File: config.mk
export PLATFORM = sky130hd
export DESIGN_NAME = console_tx
export DESIGN_NICKNAME = d
export VERILOG_FILES = /design/src/rtl/console_tx.sv
export SDC_FILE = /design/constraint.sdc
export NUM_CORES = 1
export LEC_CHECK = 0
export ABC_AREA = 0
export ABC_CLOCK_PERIOD_IN_PS = 4100
export CAP_MARGIN = 5
export CORE_UTILIZATION = 32
export DETAILED_ROUTE_END_ITERATION = 8
export PLACE_DENSITY = 0.53
export REMOVE_ABC_BUFFERS = 1
export SETUP_SLACK_MARGIN = 0.3
export SLEW_MARGIN = 20
export SYNTH_ARGS = -nofsm -noshare
export SYNTH_HDL_FRONTEND = slang
export SYNTH_SLANG_ARGS = --single-unit
File: constraint.sdc
create_clock -name clk -period 4.1 [get_ports clk]
set_input_delay 0.615 -clock clk [delete_from_list [all_inputs] [get_ports clk]]
set_output_delay 0.615 -clock clk [all_outputs]
set_load 0.005 [all_outputs]
File: src/rtl/console_tx.sv
// Console transmitter: catches core writes to a character register and an
// exit register, queues characters in a small FIFO and serialises them as
// 8N1 UART frames on txd. exit_valid reports program end once the console
// has drained.
//
// Write handshake: a write is taken on a rising edge when dmem_wready (core
// request) and dmem_wvalid (this block accepts) are both high; dmem_wvalid
// only drops for a character write while the FIFO is full.
module console_tx #(
    parameter int          CLK_DIV    = 16,
    parameter int          FIFO_DEPTH = 8,
    parameter logic [31:0] PUTC_ADDR  = 32'h8000001c,
    parameter logic [31:0] EXIT_ADDR  = 32'h8000002c
) (
    input  logic        clk,
    input  logic        resetb,
    input  logic        dmem_wready,
    output logic        dmem_wvalid,
    input  logic [31:0] dmem_waddr,
    input  logic [31:0] dmem_wdata,
    input  logic [3:0]  dmem_wstrb,
    output logic        txd,
    output logic        exit_valid,
    output logic [31:0] exit_code,
    output logic        busy
);

    localparam int          AW       = $clog2(FIFO_DEPTH);
    localparam int          CW       = AW + 1;
    localparam logic [CW-1:0] FULL_CNT = CW'(FIFO_DEPTH);
    localparam logic [15:0] DIV_LAST = 16'(CLK_DIV - 1);

    typedef enum logic [1:0] {
        IDLE  = 2'd0,
        START = 2'd1,
        DATA  = 2'd2,
        STOP  = 2'd3
    } state_t;

    // Transmitter state; kept as a named signal so checkers can bind to it.
    state_t        state;
    logic [15:0]   div_cnt;
    logic [2:0]    bit_cnt;
    logic [7:0]    shift;

    logic [7:0]    mem [FIFO_DEPTH];
    logic [AW-1:0] wr_ptr;
    logic [AW-1:0] rd_ptr;
    logic [CW-1:0] count;

    logic          exit_pending;

    logic is_putc;
    logic is_exit;
    logic full;
    logic empty;
    logic take;
    logic push;
    logic pop;
    logic bit_end;

    assign is_putc     = (dmem_waddr == PUTC_ADDR);
    assign is_exit     = (dmem_waddr == EXIT_ADDR);
    assign full        = (count == FULL_CNT);
    assign empty       = (count == '0);
    // Full stall is based on the registered count only: a pop this cycle
    // does not open a slot for a write in the same cycle.
    assign dmem_wvalid = !(is_putc && full);
    assign take        = dmem_wready && dmem_wvalid;
    assign push        = take && is_putc && dmem_wstrb[0];
    assign bit_end     = (div_cnt == '0);
    // The FSM loads a byte either from IDLE or straight out of STOP so that
    // queued characters go out as contiguous frames.
    assign pop         = !empty && ((state == IDLE) || ((state == STOP) && bit_end));
    assign busy        = !empty || (state != IDLE);

    // Character storage; contents are don't-care until written.
    always_ff @(posedge clk) begin
        if (push) begin
            mem[wr_ptr] <= dmem_wdata[7:0];
        end
    end

    // FIFO pointers and occupancy count; pointers wrap on the power-of-two depth.
    always_ff @(posedge clk or negedge resetb) begin
        if (!resetb) begin
            wr_ptr <= '0;
            rd_ptr <= '0;
            count  <= '0;
        end else begin
            if (push) begin
                wr_ptr <= wr_ptr + 1'b1;
            end
            if (pop) begin
                rd_ptr <= rd_ptr + 1'b1;
            end
            case ({push, pop})
                2'b10:   count <= count + 1'b1;
                2'b01:   count <= count - 1'b1;
                default: count <= count;
            endcase
        end
    end

    // Frame FSM; txd is registered from the current state so the line lags
    // the state by one cycle while every bit still lasts CLK_DIV cycles.
    always_ff @(posedge clk or negedge resetb) begin
        if (!resetb) begin
            state   <= IDLE;
            div_cnt <= '0;
            bit_cnt <= '0;
            shift   <= '0;
            txd     <= 1'b1;
        end else begin
            case (state)
                IDLE: begin
                    txd <= 1'b1;
                    if (pop) begin
                        shift   <= mem[rd_ptr];
                        div_cnt <= DIV_LAST;
                        state   <= START;
                    end
                end
                START: begin
                    txd <= 1'b0;
                    if (bit_end) begin
                        div_cnt <= DIV_LAST;
                        bit_cnt <= '0;
                        state   <= DATA;
                    end else begin
                        div_cnt <= div_cnt - 1'b1;
                    end
                end
                DATA: begin
                    txd <= shift[0];
                    if (bit_end) begin
                        shift   <= shift >> 1;
                        div_cnt <= DIV_LAST;
                        if (bit_cnt == 3'd7) begin
                            bit_cnt <= '0;
                            state   <= STOP;
                        end else begin
                            bit_cnt <= bit_cnt + 1'b1;
                        end
                    end else begin
                        div_cnt <= div_cnt - 1'b1;
                    end
                end
                STOP: begin
                    txd <= 1'b1;
                    if (bit_end) begin
                        if (pop) begin
                            shift   <= mem[rd_ptr];
                            div_cnt <= DIV_LAST;
                            state   <= START;
                        end else begin
                            state   <= IDLE;
                        end
                    end else begin
                        div_cnt <= div_cnt - 1'b1;
                    end
                end
                default: begin
                    txd   <= 1'b1;
                    state <= IDLE;
                end
            endcase
        end
    end

    // Exit handling: the first exit write wins; exit_valid waits for the
    // console to drain and then stays set until reset.
    always_ff @(posedge clk or negedge resetb) begin
        if (!resetb) begin
            exit_pending <= 1'b0;
            exit_code    <= '0;
            exit_valid   <= 1'b0;
        end else begin
            if (take && is_exit && (|dmem_wstrb) && !exit_pending) begin
                exit_code    <= dmem_wdata;
                exit_pending <= 1'b1;
            end
            if (exit_pending && empty && (state == IDLE)) begin
                exit_valid <= 1'b1;
            end
        end
    end

endmodule

==> results of run 1 <==
-- critical path, delay by kind of cell --
kind / cells / cell delay, ns
xor gates and xnor gates: 3 / 0.49
and+or+nand+nor: 5 / 1.49
adders and majority gates: 2 / 0.52
AOI/OAI and AO/OA: 1 / 0.19
buffers and inverters: 1 / 0.41
-- layer usage --
| layer | part of all wire [%] | vias to the layer above | wire length, µm | GRT usage [%] |
|---|---|---|---|---|
| li1 | - | 1912 | - | - |
| met1 | 45 | 2019 | 5890 | 17.9 |
| met2 | 49 | 94 | 6380 | 22.8 |
| met4 | 1.2 | 0 | 161 | 4.86 |
| met5 | 0 | - | 0 | 0 |
| met3 | 4.1 | 8 | 533 | 4.21 |
-- registers in the layout, summed over array words and instances, names as in the netlist --
register      count
txd               1
wr_ptr            3
bit_cnt           3
state             2
exit_valid        1
exit_code        32
count             4
div_cnt          16
shift             8
mem              64
exit_pending      1
rd_ptr            3
-- path summary, 6_finish.rpt --
check / to / slack [ns] / startpoint
worst max-delay path: count[2] / 0.69 / dmem_waddr[18]
worst min-delay path: div_cnt[2] / 0.22 / resetb
worst max register to register: count[2] / 0.95 / div_cnt[0]
worst min register to register: bit_cnt[1] / 0.48 / bit_cnt[1]
max in group asynchronous: rd_ptr[0] / 3.37 / resetb
min in group clk: bit_cnt[1] / 0.48 / bit_cnt[1]
-- cells in the mapped netlist (all sizes together), types with 3 or more instances --
library cell / n
dfrtp: 73
edfxtp: 64
mux2: 44
nand2: 36
nor2: 22
mux4: 16
a21oi: 15
o21ai: 15
ha: 13
nor3: 13
nor4: 13
buf: 11
inv: 11
a31oi: 10
nand3: 9
mux2i: 8
xnor2: 6
clkbuf: 5
nand4: 4
nor4b: 4
nand2b: 3
or3: 3
xor2: 3
-- cells in the final DEF, fill, tap and decap left out, drive strengths merged, types with 3 or more instances in the layout --
| master | count |
|---|---|
| dfrtp | 73 |
| nand2 | 36 |
| clkdlybuf4s50 | 105 |
| clkbuf | 18 |
| nand3 | 9 |
| mux4 | 16 |
| nor2 | 22 |
| a31oi | 10 |
| xnor2 | 6 |
| mux2i | 8 |
| nor4 | 13 |
| clkinvlp | 3 |
| xor2 | 3 |
| or3 | 3 |
| buf | 13 |
| inv | 20 |
| nand2b | 3 |
| nor3 | 13 |
| edfxtp | 64 |
| ha | 13 |
| nor4b | 4 |
| nand4 | 4 |
| mux2 | 44 |
| a21oi | 15 |
| o21ai | 15 |
-- cell type report --
cell class	count	area (µm²)
Fill cell	1688	10700
Sequential cell	138	3780
Multi-Input combinational cell	273	2220
Timing Repair Buffer	118	1150
Clock buffer	18	439
Tap cell	234	293
Clock inverter	14	128
Inverter	11	41.3
-- power by group through the flow --
stage | clock network [mW] | logic [mW] | registers (mW)
2_1_floorplan | 0 | 0.0306 | 1.52
3_3_place_gp | 0 | 0.122 | 1.52
3_5_place_dp | 0 | 0.126 | 1.52
4_1_cts | 1.51 | 0.127 | 1.49
5_1_grt | 1.56 | 0.135 | 1.50
6_report | 1.47 | 0.124 | 1.50
-- cells by family (layout without fill, tap and decap cells) --
group | after synthesis | count (layout)
AOI/OAI and AO/OA | 62 | 62
xor gates and xnor gates | 9 | 9
adders and majority gates | 13 | 13
buffers and inverters | 27 | 161
DFF | 138 | 138
muxes | 68 | 68
and+or+nand+nor | 121 | 121
-- per-stage QoR --
| step | utilization, % | power, mW | setup slack (ns) | cell area (µm²) | cells |
|---|---|---|---|---|---|
| floorplan | - | 1.55 | 1.16 | 6030 | 422 |
| global placement | 40.0 | 1.64 | 0.445 | 7480 | 774 |
| detailed placement | 40.0 | 1.65 | 0.348 | 7480 | 774 |
| CTS | 43.0 | 3.13 | 0.690 | 8040 | 806 |
| global route | 43.0 | 3.20 | 0.438 | 8050 | 806 |
| finish | 43.0 | 3.09 | 0.688 | 8050 | 806 |
==> summary.txt, run 1 <==
Clock network
  • Longest Clk Path Bufs: 2
  • Clk sinks: 138
  • H-tree lvl count: 4
  • Reg clk slew, reported paths: 0.06 ns
  • Root Driver: clkbuf_16
  • Cts repair resizes: 0
  • Clock Latency Late Sink: 0.42 ns
  • Post-CTS Setup Bufs: 0
  • CTS tree: yes
  • Hold_buf cts: 0
  • Number of buffers created by CTS: 17

Floorplan
  • Die Ht: 140 µm
  • IO Pins: 107
  • FP Rows: 50
  • Core ar.: 18700 µm²
  • Die area: 19700 µm²
  • Die width: 140 µm
  • Initial Util: 32.7%

Routing
  • Initial DRC count: 210
  • Pre-antenna DRT Iters: 4
  • Drt wl/cell: 16.1 µm
  • Vias per cell: 5.00
  • Routed wire length: 13.0 mm
  • Via count: 4033
  • Routed Antenna Nets: 0
  • Drt drc: 0

Critical path
  • CP Capture Type: register
  • Worst path required time: 4.40 ns
  • CP Class: in -> reg
  • Worst-path fanout max: 5
  • CP cell instances: clkdlybuf4s50_1 -> nor4_1 -> nand4_1 -> nor4b_1 -> nand2_1 -> ha_1 -> xor2_1 -> ha_1 -> a21oi_1 -> xor2_1 -> nor2_1 -> xor2_1
  • Most used cell, CP: xor2_1
  • CP Launch Type: input port
  • Worst Path Arrival: 3.71 ns
  • Slowest-stage cell, CP: nor4b_1
  • R2R cell count: 14
  • Slowest stage delay, CP: 0.62 ns

STA
  • Hold slack: 0.218 ns
  • # setup viols final: 0
  • Max-slew violation count: 0
  • Worst Tran Pin Value: 0.966 ns
  • Rel. slew slack: 34.7%
  • Setup TNS Final: 0 ns
  • Fmax: 293 MHz
  • RSZ-0062 raised after global routing: false
  • Tcrit/Tclk final: 83.2%
  • Clk_skew: 0.0176 ns
  • Hold Fails Final Rpt: 0
  • Min Tclk post-route: 3.41 ns

Yosys
  • Ys flop type: dfrtp_1
  • Yosys top cell area share: 31.4%
  • Yosys warns: 0
  • Compound-gate portion of the synthesized area: 6.91%
  • Simple-gate portion of the synthesized area: 10.1%
  • Synth cell types: 58
  • Share of flip-flops with an asynchronous set or reset: 53.6%
  • XOR/XNOR share of the synthesized area: 1.29%
  • Mux share of post-synthesis cell area: 15.3%
  • Largest family of logic cells by synthesized area: multiplexers
  • Mapped cell area: 6120 µm²
  • Synthesized instance count: 438
  • EDFF count, synth: 64
  • Mapped Avg Cell Area: 14.0 µm²
  • Seq/Total Area, Yosys: 61.6%
  • Synth Area in Adders: 2.66%
  • Seq cells post-synth: 138
  • Area leader, netlist: edfxtp_1
  • Largest cells by area after synthesis: edfxtp_1, dfrtp_1, mux2_2, mux4_2, ha_1

Placement
  • I/O Buffers: 106
  • RePlAce Congestion: 0.804
  • DP HPWL: 8.54 mm

Global routing
  • Vias in the first global route: 4084
  • First-pass GRT wire length: 21.3 mm
  • GRT Util Overall: 14.1%
  • Initial antenna violation count: 0
  • Global route overflow: 0
  • Largest net degree at the start of global routing: 75

Status
  • Status: complete, no violations

Cells and area
  • Area Growth Syn to Fin: 31.4%
  • Layout cell share with drive strength beyond 1: 20.6%
  • Nets: 643
  • # diodes: 0

Worst hold path
  • Hold Path Class: in -> async

Power
  • Cell Pwr Density: 384 nW/µm²
  • P_sw: 0.713 mW
  • Switching fraction of total power: 23.1%
  • Comb pwr share: 4.0%
  • Clock group share of total power: 47.6%
  • Leak Pwr: 3.25 nW
  • Max VDD drop: 0.385 mV
  • Reg power frac: 48.4%
  • Pint: 2.38 mW

Job
  • Max-cap viol count: 0
(Power assumes the default switching activity.)
==> inputs of run 2 (changes only) <==
--- a/config.mk
+++ b/config.mk
@@ -6,11 +6,11 @@
 export NUM_CORES = 1
 export LEC_CHECK = 0
 export ABC_AREA = 0
-export ABC_CLOCK_PERIOD_IN_PS = 4100
+export ABC_CLOCK_PERIOD_IN_PS = 2800
 export CAP_MARGIN = 5
 export CORE_UTILIZATION = 32
 export DETAILED_ROUTE_END_ITERATION = 8
-export PLACE_DENSITY = 0.53
+export PLACE_DENSITY = 0.55
 export REMOVE_ABC_BUFFERS = 1
 export SETUP_SLACK_MARGIN = 0.3
 export SLEW_MARGIN = 20
==> constraint.sdc (replaced) <==
create_clock -name clk -period 2.8 [get_ports clk]
set_input_delay 0.42 -clock clk [delete_from_list [all_inputs] [get_ports clk]]
set_output_delay 0.42 -clock clk [all_outputs]
set_load 0.005 [all_outputs]
==> run 2 against run 1 <==
Cell count up 2.7%. Core utilization increased by 1.8 points. Sequential cell count did not move. Hold slack worse by 0.19 ns. Die area stayed put. Combinational power up 52%. Clock power is 46% higher. Sequential power rose by 46%. Critical endpoint unchanged.
==> summary.txt, run 2 (synthesis results as in run 1) <==
Critical path
  • Worst Path Buf+Inv: 2
  • CP top delay family: simple AND/OR/NAND/NOR gates
  • Worst-path fanout max: 3
  • Worst Path Arrival: 2.89 ns
  • CP cell instances: clkdlybuf4s50_1 -> nor4_1 -> nand4_1 -> nor4b_2 -> buf_4 -> nand2_4 -> ha_4 -> xor2_1 -> ha_1 -> a21oi_2 -> xor2_1 -> nor2_1 -> xor2_1
  • CP Class: in -> reg
  • Crit path from: dmem_waddr[26]
  • Worst setup path endpoint: count[2]
  • Worst path required time: 3.10 ns
  • CP Launch Type: input port
  • RR Startpoint: count[1]
  • CP Capture Type: register
  • Most used cell, CP: xor2_1
  • R2r setup slk: 0.33 ns
  • Slowest-stage cell, CP: clkdlybuf4s50_1
  • Slowest stage delay, CP: 0.41 ns
  • Critical Path Stages: 13
  • R2R cell count: 11
  • Reg2reg end: count[2]

Routing
  • Drt wl/cell: 16.5 µm
  • Pre-antenna DRT Iters: 4
  • Via count: 4128
  • Met2 wire len: 6.82 mm
  • Initial DRC count: 178
  • Max Used Layer: met4
  • Routed Antenna Nets: 0
  • Vias per cell: 4.99
  • Routed wire length: 13.6 mm
  • Met3 WL: 528 µm
  • WL met1: 6.07 mm
  • Drt drc: 0

Clock network
  • H-tree lvl count: 4
  • Reg clk slew, reported paths: 0.06 ns
  • Clk sinks: 138
  • Clock Latency Late Sink: 0.42 ns
  • Root Driver: clkbuf_16
  • Hold_buf cts: 0
  • CTS tree: yes
  • Longest Clk Path Bufs: 2
  • Number of buffers created by CTS: 17

Status
  • Status: complete, no violations

Floorplan
  • FP Rows: 50
  • Die area: 19700 µm²
  • Initial Util: 32.7%
  • Core ar.: 18700 µm²
  • Die width: 140 µm
  • IO Pins: 107
  • Die Ht: 140 µm

STA
  • Hold slack: 0.0239 ns
  • # setup viols final: 0
  • Clk_skew: 0.0125 ns
  • Fmax: 386 MHz
  • Rel. slew slack: 58.4%
  • Tcrit/Tclk final: 92.5%
  • RSZ-0062 raised after global routing: true
  • Max-slew violation count: 0
  • Worst Tran Pin Value: 0.624 ns
  • Hold Fails Final Rpt: 0
  • Min Tclk post-route: 2.59 ns

Cells and area
  • # diodes: 0
  • Commonest non-fill, non-tap cell in the layout: clkdlybuf4s50_1
  • Commonest non-fill, non-tap cells in the layout: clkdlybuf4s50_1, dfrtp_1, edfxtp_1, mux2_2, nand2_1
  • Nets: 665
  • Most flops, register: mem
  • Max reg flops: 64
  • Seq. cell area: 3780 µm²
  • Area Growth Syn to Fin: 37.0%
  • Final core occ: 44.8%
  • Filler Cells Inserted: 1690
  • Multi-input logic area: 2350 µm²
  • Layout cell share with drive strength beyond 1: 26.3%
  • Top flop regs: mem x64, exit_code x32, div_cnt x16

Job
  • Max-cap viol count: 0

Power
  • Leak Pwr: 3.47 nW
  • Max VDD drop: 0.465 mV
  • PnR Total Power: 4.51 mW
  • Cell Pwr Density: 538 nW/µm²

Global routing
  • Initial antenna violation count: 0
  • First-pass GRT wire length: 21.7 mm
  • GRT Util Overall: 14.4%
  • Vias in the first global route: 4246
  • Largest net degree at the start of global routing: 45
  • Global route overflow: 0

Placement
  • DP HPWL: 9.07 mm
  • RePlAce Congestion: 0.785
  • I/O Buffers: 106

Worst hold path
  • Hold Path Class: in -> async
[run 2: cell count changes in the layout (fill, tap and decap cells not counted), moves of 4 or more]
cell	previous run	this run
clkdlybuf4s50_1	105	97
inv_8	5	1
dlymetal6s2s_1	0	7
nor4_1	13	8
buf_4	12	32
nor4_2	0	5
[run 2: worst min path at each step]
| stage | from | end |
|---|---|---|
| final | resetb | div_cnt[8] |
| after global routing | resetb | div_cnt[8] |
| after CTS | resetb | div_cnt[8] |
| after detailed placement | exit_valid | exit_valid |
| after global placement | bit_cnt[1] | bit_cnt[1] |
| after floorplan | resetb | bit_cnt[0] |
[run 2: layout make-up]
type                    count  area share, %
clock buffers              19           5.16
clock inverters            13           1.57
inverters                  11          0.522
multi-input cells         273           28.0
flip-flops and latches    138           45.0
well taps                 234           3.49
repair buffers            140           16.2
[run 2: where the power goes]
group,leakage (nW),internal [mW],switching (mW)
clock,0.273,1.24,0.892
combinational,1.60,0.123,0.0653
sequential,1.60,2.17,0.0206
[run 2: stage by stage]
step           setup slack, ns  setup TNS (ns)  instances  cell area [µm²]
6_report                 0.210               0        828             8390
5_1_grt                 0.0203               0        828             8390
4_1_cts                  0.307               0        826             8270
3_5_place_dp            -0.308          -0.665        793             7640
3_3_place_gp            -0.223          -0.438        793             7640
2_1_floorplan          0.00995               0        422             6030
[run 2: per-layer routing]
metal | track usage, % | vias to the layer above
li1 | - | 1964
met3 | 3.62 | 18
met4 | 5.96 | 0
met5 | 0 | -
met2 | 24.1 | 94
met1 | 17.9 | 2052
[run 2: repair_timing]
item	CTS	global route
pin swaps	7	14
setup endpoints to repair	3	19
buffers inserted	1	2
resized for setup	14	23
[run 2: worst register-to-register path: stages, from the launching register on]
cell and delay (ns):
dfrtp_1 0.38, or4_4 0.56, and2_4 0.20, a22oi_4 0.16, inv_2 0.10, ha_4 0.17
xor2_1 0.14, ha_1 0.20, a21oi_2 0.13, xor2_1 0.15, nor2_1 0.06, xor2_1 0.13
==> inputs of run 3 (changes only) <==
--- a/config.mk
+++ b/config.mk
@@ -6,11 +6,11 @@
 export NUM_CORES = 1
 export LEC_CHECK = 0
 export ABC_AREA = 0
-export ABC_CLOCK_PERIOD_IN_PS = 2800
+export ABC_CLOCK_PERIOD_IN_PS = 2700
 export CAP_MARGIN = 5
 export CORE_UTILIZATION = 32
 export DETAILED_ROUTE_END_ITERATION = 8
-export PLACE_DENSITY = 0.55
+export PLACE_DENSITY = 0.53
 export REMOVE_ABC_BUFFERS = 1
 export SETUP_SLACK_MARGIN = 0.3
 export SLEW_MARGIN = 20
==> constraint.sdc (replaced) <==
create_clock -name clk -period 2.7 [get_ports clk]
set_input_delay 0.405 -clock clk [delete_from_list [all_inputs] [get_ports clk]]
set_output_delay 0.405 -clock clk [all_outputs]
set_load 0.005 [all_outputs]
==> run 3 against run 2 <==
The flow now finishes with violations (negative hold slack). Critical path depth is the same. Sequential share of layout area shrank 1.2 points. Combinational power grew 4%. Total power grew 6.5%. Clock skew shrank 0.00089 ns. Global-route usage grew 0.35 points. Count of clock-buffer cells in the layout shrank 2. Non-clock buffer count grew 11. Sequential power grew 4%. Die area is the same. Clock power grew 9.3%. Cell count grew 1.3%. Critical path type unchanged.
==> summary.txt, run 3 (synthesis results as in run 1) <==
Clock network
  • Reg clk slew, reported paths: 0.07 ns
  • H-tree lvl count: 4
  • Longest Clk Path Bufs: 2
  • Hold_buf cts: 0
  • Clock Latency Late Sink: 0.42 ns
  • CTS tree: yes
  • Root Driver: clkbuf_16
  • Clk sinks: 138
  • Number of buffers created by CTS: 17

Routing
  • Drt wl/cell: 16.6 µm
  • Routed Antenna Nets: 0
  • Via count: 4191
  • Drt drc: 0
  • Pre-antenna DRT Iters: 5
  • Initial DRC count: 237
  • Routed wire length: 13.9 mm
  • Vias per cell: 5.00

Cells and area
  • Commonest non-fill, non-tap cell in the layout: clkdlybuf4s50_1
  • Most flops, register: mem
  • Layout cell share with drive strength beyond 1: 30.1%
  • Nets: 676
  • Max reg flops: 64
  • Top flop regs: mem x64, exit_code x32, div_cnt x16
  • # diodes: 0
  • Commonest non-fill, non-tap cells in the layout: clkdlybuf4s50_1, dfrtp_1, edfxtp_1, buf_4, mux2_2
  • Final Non-Filler Cells: 839
  • Final core occ: 46.1%
  • Area Growth Syn to Fin: 40.7%

STA
  • Setup TNS Final: 0 ns
  • Worst Tran Pin Value: 0.611 ns
  • Min Tclk post-route: 2.48 ns
  • Rel. slew slack: 59.3%
  • Hold slack: -0.0110 ns
  • Clk_skew: 0.0116 ns
  • Setup ws final: 0.222 ns
  • Fmax: 404 MHz
  • # setup viols final: 0
  • Tcrit/Tclk final: 91.8%
  • RSZ-0062 raised after global routing: true
  • Max-slew violation count: 0
  • Hold Fails Final Rpt: 6

Floorplan
  • Die area: 19700 µm²
  • FP Rows: 50
  • Core ar.: 18700 µm²
  • IO Pins: 107
  • Initial Util: 32.7%
  • Die Ht: 140 µm
  • Die width: 140 µm

Placement
  • Dpl ws: -0.364 ns
  • Dpl cells: 797
  • DP HPWL: 9.06 mm
  • RePlAce Congestion: 0.802
  • I/O Buffers: 106

Status
  • Failing checks: negative hold slack
  • Status: finished with violations

Critical path
  • Worst-path fanout max: 3
  • Worst path required time: 3.00 ns
  • Worst Path Arrival: 2.78 ns
  • CP Launch Type: input port
  • CP Capture Type: register
  • CP Class: in -> reg

Global routing
  • GRT Util Overall: 14.8%
  • Global route overflow: 0
  • First-pass GRT wire length: 22.3 mm
  • Initial antenna violation count: 0
  • Largest net degree at the start of global routing: 45
  • Vias in the first global route: 4390

Worst hold path
  • Hold Path Class: in -> async

Power
  • Cell Pwr Density: 558 nW/µm²
  • Max VDD drop: 0.398 mV
  • Leak Pwr: 3.63 nW

Job
  • Max-cap viol count: 0
-- run 3: cell count changes in the layout (fill, tap and decap cells not counted), moves of 4 or more --
cell | previous run | this run
nor4_1 | 8 | 4
clkdlybuf4s50_1 | 97 | 89
dlygate4sd2_1 | 1 | 5
dlymetal6s2s_1 | 7 | 11
clkinv_8 | 0 | 6
buf_4 | 32 | 44
nor4_4 | 0 | 4
-- run 3: path summary, 6_finish.rpt --
path	cells past startpoint	to	from	slack [ns]
worst max register to register	11	count[2]	count[3]	0.24
max in group asynchronous	2	txd	resetb	1.97
worst min register to register	2	bit_cnt[1]	bit_cnt[1]	0.48
min in group clk	2	bit_cnt[1]	bit_cnt[1]	0.48
worst max-delay path	13	count[2]	dmem_waddr[14]	0.22
worst min-delay path	1	div_cnt[2]	resetb	-0.01
-- run 3: timing repair --
| item | CTS | global route |
|---|---|---|
| buffers inserted | 8 | 2 |
| setup endpoints to repair | 17 | 70 |
| gates resized for setup | 35 | 28 |
| pin swaps | 18 | 19 |
-- run 3: power breakdown --
| part | switching, mW | total, mW | internal, mW |
|---|---|---|---|
| combinational | 0.0713 | 0.197 | 0.125 |
| sequential | 0.0221 | 2.27 | 2.25 |
| clock | 1.08 | 2.34 | 1.27 |
-- run 3: stage by stage --
step / hold WS, ns / power, mW / instance area [µm²]
floorplan: 0.109 / 2.35 / 6030
detailed placement: 0.462 / 2.51 / 7660
global route: 0.0207 / 4.99 / 8610
global placement: 0.454 / 2.50 / 7660
CTS: 0.00484 / 4.88 / 8470
finish: -0.0110 / 4.81 / 8610
-- run 3: area by class of cell --
cell class	instances	area, µm²
fillers	1664	10100
flip-flops and latches	138	3780
multi-input cells	273	2450
repair buffers	151	1430
clock buffers	17	425
well taps	234	293
clock inverters	15	194
inverters	11	43.8
-- run 3: worst max-delay path: stages --
cell	delay, ns
clkdlybuf4s50_1	0.42
nor4_2	0.28
nand4_1	0.18
nor4b_2	0.26
buf_4	0.17
nand2_4	0.07
ha_4	0.19
xor2_2	0.14
ha_2	0.19
a21oi_2	0.11
xor2_1	0.15
nor2_1	0.07
xor2_1	0.15
-- run 3: metal layers --
layer / global-route usage, % / routed length [µm]
met5: 0 / 0
met4: 5.61 / 267
met3: 4.38 / 581
met2: 25.9 / 7240
met1: 17.0 / 5820
